**config.mk**
```make
export PLATFORM = sky130hd
export DESIGN_NAME = lcd_text_driver
export DESIGN_NICKNAME = d
export VERILOG_FILES = /design/src/rtl/lcd_text_driver.sv
export SDC_FILE = /design/constraint.sdc
export NUM_CORES = 1
export LEC_CHECK = 0
export CORE_MARGIN = 1.5
export CORE_UTILIZATION = 30
export DETAILED_ROUTE_END_ITERATION = 16
export PLACE_DENSITY = 0.53
export SETUP_SLACK_MARGIN = 0.02
export SKIP_LAST_GASP = 1
export SYNTH_ARGS = -nofsm -noshare
export SYNTH_HDL_FRONTEND = slang
export SYNTH_SLANG_ARGS = --single-unit
export TNS_END_PERCENT = 5
```
**constraint.sdc**
```tcl
create_clock -name clk -period 1.9 [get_ports clk]
set_input_delay 0.285 -clock clk [delete_from_list [all_inputs] [get_ports clk]]
set_output_delay 0.285 -clock clk [all_outputs]
set_load 0.005 [all_outputs]
```
**src/rtl/lcd_text_driver.sv**
```systemverilog
// lcd_text_driver: HD44780 4-bit text frame writer; define LCD_AUTO_REFRESH_EN for continuous refresh
module lcd_text_driver #(
  parameter int CLK_DIV     = 1000000,
  parameter int NUM_LINES   = 2,
  parameter int LINE_CHARS  = 16,
  parameter int CLEAR_TICKS = 2
) (
  input  logic                              clk,
  input  logic                              rst,
  input  logic                              start,
  input  logic [NUM_LINES*LINE_CHARS*8-1:0] text,
  output logic                              busy,
  output logic                              done,
  output logic                              lcd_e,
  output logic                              lcd_rs,
  output logic                              lcd_rw,
  output logic [3:0]                        lcd_data
);
  localparam int TW = NUM_LINES * LINE_CHARS * 8;
  localparam int CW = $clog2(CLK_DIV);
  localparam logic [3:0] INIT_NIB [16] = '{4'h3, 4'h3, 4'h3, 4'h2, 4'h2, 4'h8, 4'h0, 4'hC,
                                           4'h0, 4'h6, 4'h0, 4'h1, 4'h0, 4'h0, 4'h0, 4'h0};
  typedef enum logic [2:0] {INIT, CLR_WAIT, IDLE, ADDR, CHAR, FIN} state_t;
  state_t          state, state_n;
  logic [CW-1:0]   cnt;
  logic [1:0]      ph, ph_n;
  logic            lo, lo_n;
  logic [15:0]     ni, ni_n;
  logic [5:0]      ch, ch_n;
  logic            line, line_n;
  logic [TW-1:0]   frame;
  logic            tick, nend, load, clr_cnt, shift, rs_c;
  logic [3:0]      nib;
  logic [7:0]      chr;
  assign tick = cnt == CW'(CLK_DIV - 1);
  assign nend = tick && ph == 2'd2;
  assign chr  = frame[TW-1 -: 8];
  // phase tick divider; restarts on frame acceptance so the first nibble gets a full phase
  always_ff @(posedge clk)
    if (rst || clr_cnt) cnt <= '0;
    else cnt <= tick ? '0 : cnt + CW'(1);
  // frame buffer: latched on acceptance, shifted one character left after each character byte
  always_ff @(posedge clk)
    if (rst) frame <= '0;
    else if (load) frame <= text;
    else if (shift) frame <= frame << 8;
  // sequencer state register
  always_ff @(posedge clk)
    if (rst) begin
      state <= INIT;
      ph    <= 2'd0;
      lo    <= 1'b0;
      ni    <= '0;
      ch    <= '0;
      line  <= 1'b0;
    end else begin
      state <= state_n;
      ph    <= ph_n;
      lo    <= lo_n;
      ni    <= ni_n;
      ch    <= ch_n;
      line  <= line_n;
    end
  // next-state and bus value; a nibble spans phases 0..2 and the byte's high nibble goes first
  always_comb begin
    state_n = state;
    ph_n    = tick ? (ph == 2'd2 ? 2'd0 : ph + 2'd1) : ph;
    lo_n    = lo;
    ni_n    = ni;
    ch_n    = ch;
    line_n  = line;
    nib     = 4'h0;
    rs_c    = 1'b0;
    load    = 1'b0;
    clr_cnt = 1'b0;
    shift   = 1'b0;
    case (state)
      INIT: begin
        nib = INIT_NIB[ni[3:0]];
        if (nend) begin
          ni_n = ni + 16'd1;
          if (ni == 16'd11) begin
            ni_n    = '0;
            state_n = (CLEAR_TICKS == 0) ? IDLE : CLR_WAIT;
          end
        end
      end
      CLR_WAIT: begin
        ph_n = 2'd0;
        if (tick) begin
          ni_n = ni + 16'd1;
          if (ni == 16'(CLEAR_TICKS - 1)) begin
            ni_n    = '0;
            state_n = IDLE;
          end
        end
      end
      IDLE: begin
        ph_n = 2'd0;
        if (start) begin
          load    = 1'b1;
          clr_cnt = 1'b1;
          lo_n    = 1'b0;
          ch_n    = '0;
          line_n  = 1'b0;
          state_n = ADDR;
        end
      end
      ADDR: begin
        nib = lo ? 4'h0 : {1'b1, line, 2'b00};
        if (nend) begin
          lo_n = !lo;
          if (lo) begin
            ch_n    = '0;
            state_n = CHAR;
          end
        end
      end
      CHAR: begin
        rs_c = 1'b1;
        nib  = lo ? chr[3:0] : chr[7:4];
        if (nend) begin
          lo_n = !lo;
          if (lo) begin
            shift = 1'b1;
            ch_n  = ch + 6'd1;
            if (ch == 6'(LINE_CHARS - 1)) begin
              ch_n = '0;
              if (line == 1'(NUM_LINES - 1)) state_n = FIN;
              else begin
                line_n  = 1'b1;
                state_n = ADDR;
              end
            end
          end
        end
      end
      FIN: begin
`ifdef LCD_AUTO_REFRESH_EN
        // the FIN cycle already presents the line-0 address nibble so its setup time is a full phase
        nib     = 4'h8;
        load    = 1'b1;
        lo_n    = 1'b0;
        ch_n    = '0;
        line_n  = 1'b0;
        state_n = ADDR;
`else
        state_n = IDLE;
`endif
      end
      default: state_n = INIT;
    endcase
  end
  assign busy     = rst || !(state == IDLE || state == FIN);
  assign done     = !rst && state == FIN;
  assign lcd_e    = !rst && ph == 2'd1 && (state == INIT || state == ADDR || state == CHAR);
  assign lcd_rs   = !rst && rs_c;
  assign lcd_rw   = 1'b0;
  assign lcd_data = rst ? 4'h0 : nib;
endmodule

```
Word-level counts from Yosys, hierarchy flattened
Memory sizes are Yosys's and may differ from the RTL's.
Index checks and enable logic that the tools add are counted.

storage, ports and cells
  register bits after elaboration = 305
  memory bits (read-only) = 64
  input bits = 259
  output and inout port bits = 9
  logic and storage cells = 110
  memories kept = 1

memories
  memory           words  width  rd ports  clocked after Yosys merged registers in  write ports  line  RTL
  (no name shown)  16     4      1         0                                        0            79    nib = INIT_NIB[ni[3:0]];

cells by class
  $add $sub $neg = 4
  magnitude comparators = 1
  eq/ne operators = 22
  multiplexer cells = 46
  bitwise operators = 1
  reductions and logical operators = 27

operator list
  cell                                            number
  two-way mux 256 bit                             2
  two-way mux 16 bit                              4
  two-way mux 6 bit                               6
  two-way mux 3 bit                               11
  case mux 16 bit (2 select lines)                1
  adder 20 x 1 -> 20 bit, second input constant   1
  == test 20 bit, second input constant           1
  two-way mux 4 bit                               5
  != test 2 bit, second input constant            10
  case mux 3 bit (6 select lines)                 1
  case mux 6 bit (3 select lines)                 1
  adder 16 x 1 -> 16 bit, second input constant   1
  == test 16 x 1 -> 1 bit, second input constant  1
  == test 16 x 4 -> 1 bit, second input constant  1
  case mux 4 bit (3 select lines)                 1
  two-way mux 1 bit                               11
  AND reduction 10 bit                            1
  nonzero test 2 bit                              4
  adder 6 x 1 -> 6 bit, second input constant     1
  == test 3 x 2 -> 1 bit, second input constant   2
  == test 3 bit, second input constant            2
  == test 6 x 4 -> 1 bit, second input constant   1
  AND reduction 3 bit                             2
  AND reduction 6 bit                             1
  other kinds (17)                                29

Logic depth before layout (Yosys ltp)
  depth after elaboration = 6
  mapped depth = 10
  mapped depth without buffers = 7

Worst setup path after synthesis
No wires, ideal clock.

  kind = reg-to-reg
  start = reg cnt[0]
  end = reg state[1]
  setup time = 0.096 ns
  arrival time = 1.978 ns
  required time = 1.804 ns
  slack = -0.174 ns
  cell stages (with the launch flop) = 8
  buffers on the path = 0
  clock period less this slack = 2.074 ns
  cell sequence = dfxtp_1 ha_1 and2_1 nand4_2 nor2_1 a21oi_1 or3_1 o41ai_2

between the ends
  cells in the longest elaborated chain, start to end = 4
  elaborated cells on any way between the ends = 7
  classes of those cells = eq/ne: 5; reduce/logical: 2

ends and longest elaborated chain
  item                                     line  RTL
  start: declaration                       25    logic [CW-1:0] cnt;
  start signal: assignment                 41    else cnt <= tick ? '0 : cnt + CW'(1);
  == test 20 bit *                         35    assign tick = cnt == CW'(CLK_DIV - 1);
  logical AND 1 bit                        36    assign nend = tick && ph == 2'd2;
  != test 2 bit (no source line)           --
  AND reduction 10 bit (no source line) *  --
  end signal: assignment                   57    state <= state_n;
  end: declaration                         24    state_t state, state_n;

Every way passes the cells marked *; elsewhere a longest branch is shown, timed or not.
A chain may end at the register's enable or synchronous reset.

Worst setup path in the final report
  start = reg state[0]
  end = out lcd_data[2]

between the ends
  cells in the longest elaborated chain, start to end = 3
  elaborated cells on any way between the ends = 5
  classes of those cells = eq/ne: 2; mux: 2; reduce/logical: 1

ends and longest elaborated chain
  item                                         line  RTL
  == test 3 bit, or another cell as far along  77    case (state)
  case mux 4 bit (3 select lines) *            77
  two-way mux 4 bit *                          159   assign lcd_data = rst ? 4'h0 : nib;
  end: declaration                             17    output logic [3:0] lcd_data

Marked as above.

==> impl_metrics.json <==
{
  "outcome": "complete, but fails checks",
  "violations": "negative setup slack",
  "crit_start": "state[0]",
  "synth_commonest_cells": "nand2_1 (528), nor2_1 (306), dfxtp_1 (305)",
  "hold_viol_final": 0,
  "yosysUniqueCellTypes": 52,
  "drive_gt1_share_pct": 16.7,
  "clk_pin_slew_ps": 60,
  "cp_max_fo": 9,
  "synth_ff_type": "dfxtp_1",
  "synth_xor_area_share_pct": 2.07,
  "fin_util_pct": 45.8,
  "rr_endpoint": "frame[231]",
  "r2r_setup_slack_ps": -300,
  "yosysTopAreaCellShare_pct": 45.0,
  "viasPerCell": 5.01,
  "synthAdderAreaFrac_pct": 0.738,
  "period_share_pct": 116,
  "cp.arrival_ps": 1920,
  "detail_route.first_pass.iterations": 7,
  "n_fill_cell": 4354,
  "muxShareOfSynthArea_pct": 0.600,
  "vias": 13626,
  "drv_slew": 0,
  "peakVddDrop_mv": 0.569,
  "dp_slack_ps": -205,
  "h-tree-depth": 2,
  "grt_remaining_overflow": 0,
  "synth-seq-cells": 305,
  "grt_pass1_wl_um": 73700,
  "synth.avg_cell_area_um2": 7.71,
  "grt_max_degree": 140,
  "final_nets": 2367,
  "cts_sinks": 305,
  "synthTopCellsByArea": "dfxtp_1 (45%), a311oi_1 (16%), nand2_1 (15%), nor2_1 (8.5%), clkbuf_1 (3.0%)",
  "p_per_area_nw_per_um2": 693,
  "num_rows": 77,
  "rr_startpoint": "cnt[12]",
  "final_antenna_net_count": 0,
  "tns_ps": -52350,
  "tightest_slew_ps": 774,
  "synth-simple-area-share_pct": 28.0,
  "synth_fp_nets": 2027,
  "drt-total-wl_um": 47300,
  "crit_type": "flop to output port",
  "area_growth_pct": 49.8,
  "required_ps": 1620,
  "hold_path.class": "primary input to flop",
  "core_um2": 44400,
  "drt_iter0_drc": 806,
  "power.leakage_uw": 0.00710,
  "cts_buffer_depth": 3,
  "clock_skew_ps": 19.3,
  "grt_use_total_pct": 19.6,
  "end_kind": "output port",
  "ios": 268,
  "cts_tree": "yes",
  "die_area_um2": 46500,
  "first_global_vias": 13487,
  "synth_most_common_cell": "nand2_1",
  "setup.worst_path.start_class": "flop",
  "layout_setup_ws_ps": -303,
  "initial_core_util_pct": 30.5,
  "die_h_um": 216,
  "drv_cap": 0,
  "dpl.hpwl_um": 30500,
  "gp_congestion": 0.822,
  "synth_compound_area_share_pct": 18.5,
  "netlist_instances": 1760,
  "syn_area_um2": 13600,
  "whs_ps": 124,
  "synth_warnings": 0,
  "async_reset_ff_share_pct": 0,
  "insertion_delay_ps": 540,
  "drcViolationCount": 0,
  "design_area_um2": 20300,
  "slew_headroom_pct": 48.4,
  "min_period_ps": 2200,
  "synth_top_family_by_area": "simple AND/OR/NAND/NOR gates",
  "placed_cell_area_um2": 17800,
  "die_width_um": 216,
  "io_buffers": 266,
  "cts_buffers": 37,
  "wl_per_cell_um": 17.4,
  "root_buffer": "clkbuf_16",
  "rsz0062_at_grt": "true",
  "crit_end": "lcd_data[2]",
  "yosysSeqAreaShare_pct": 45.0,
  "antenna_found_initial": 7,
  "finalSetupViolCount": 282,
  "yosysTopAreaCell": "dfxtp_1",
  "fmax_mhz": 454,
  "rr_worst_depth": 9,
  "synth_edf_count": 0
}
## flip-flops by register name (all words and copies together), names as in the netlist
register,flops
lo,1
ph,2
ch,6
cnt,20
state,3
ni,16
line,1
frame,256
## what timing repair did
action	in CTS	in global routing
setup endpoints to repair	284	309
hold buffers	0	0
gates resized for setup	98	63
gates cloned	18	2
pin swaps	24	30
buffers inserted	20	15
## power breakdown
part	switching [uW]	total [uW]	internal, uW	leakage, uW
logic	243	755	512	0.00407
clock network	2800	6930	4130	0.000570
registers	3.05	6400	6400	0.00246
total	3040	14100	11000	0.00710
## kinds of logic after synthesis
kind of cell	Yosys count
AO/OA/AOI/OAI	306
XOR/XNOR	32
adder cells (fa/ha/maj)	8
buffers and inverters	166
flip-flops	305
multiplexers	8
other	1
AND/OR/NAND/NOR	934
## area by class of cell
type	instances	area (um^2)	area share [%]
diodes	2	5.00	0.0246
clock inverters	10	109	0.536
multi-input cells	1291	7260	35.7
repair buffers	455	4980	24.5
well taps	592	741	3.64
inverters	10	37.5	0.185
flip-flops and latches	305	6130	30.1
clock buffers	54	1060	5.21
## through the flow
stage	std cells	total power [uW]
floorplan	1760	6660
global placement	2599	7290
detailed placement	2599	7290
finish	2719	14100
CTS	2701	14200
global route	2717	14500
## worst min path at each step
stage,slack [ps],depth (start not counted),from,endpoint
floorplan,410,1,cnt[0],cnt[0]
global placement,460,2,frame[1],frame[1]
detailed placement,470,2,frame[22],frame[22]
CTS,70,3,rst,state[0]
global route,130,3,rst,state[0]
finish,120,3,rst,state[0]
## critical path, stage by stage, from the launching register on
cell and delay [ps]:
dfxtp_4 360, buf_4 140, buf_6 130, o21ai_2 150
nand2_1 100, buf_4 150, buf_4 120, a21oi_1 100
buf_2 120
## layout by cell type, fill, tap and decap left out, types with 8 or more instances in the layout
master,count
nor3_1,8
buf_16,9
a311oi_1,216
xor2_1,19
o21ai_0,11
clkbuf_16,39
dfxtp_1,294
bufbuf_16,10
nor2_1,304
clkbuf_1,10
buf_6,13
nand2_2,12
a311oi_2,30
xnor2_1,13
dfxtp_2,8
buf_4,120
clkdlybuf4s50_1,257
nand2_1,509
buf_12,31
a21oi_1,24
nand3_1,28
## metal layers
layer	part of all wire (%)	track usage (%)	wire length [um]
met4	2.4	5.94	1140
met5	0.13	0	62
met1	46	26.5	21800
met2	45	30.6	21100
met3	6.7	4.98	3170
Power figures use the tool's default switching activity.
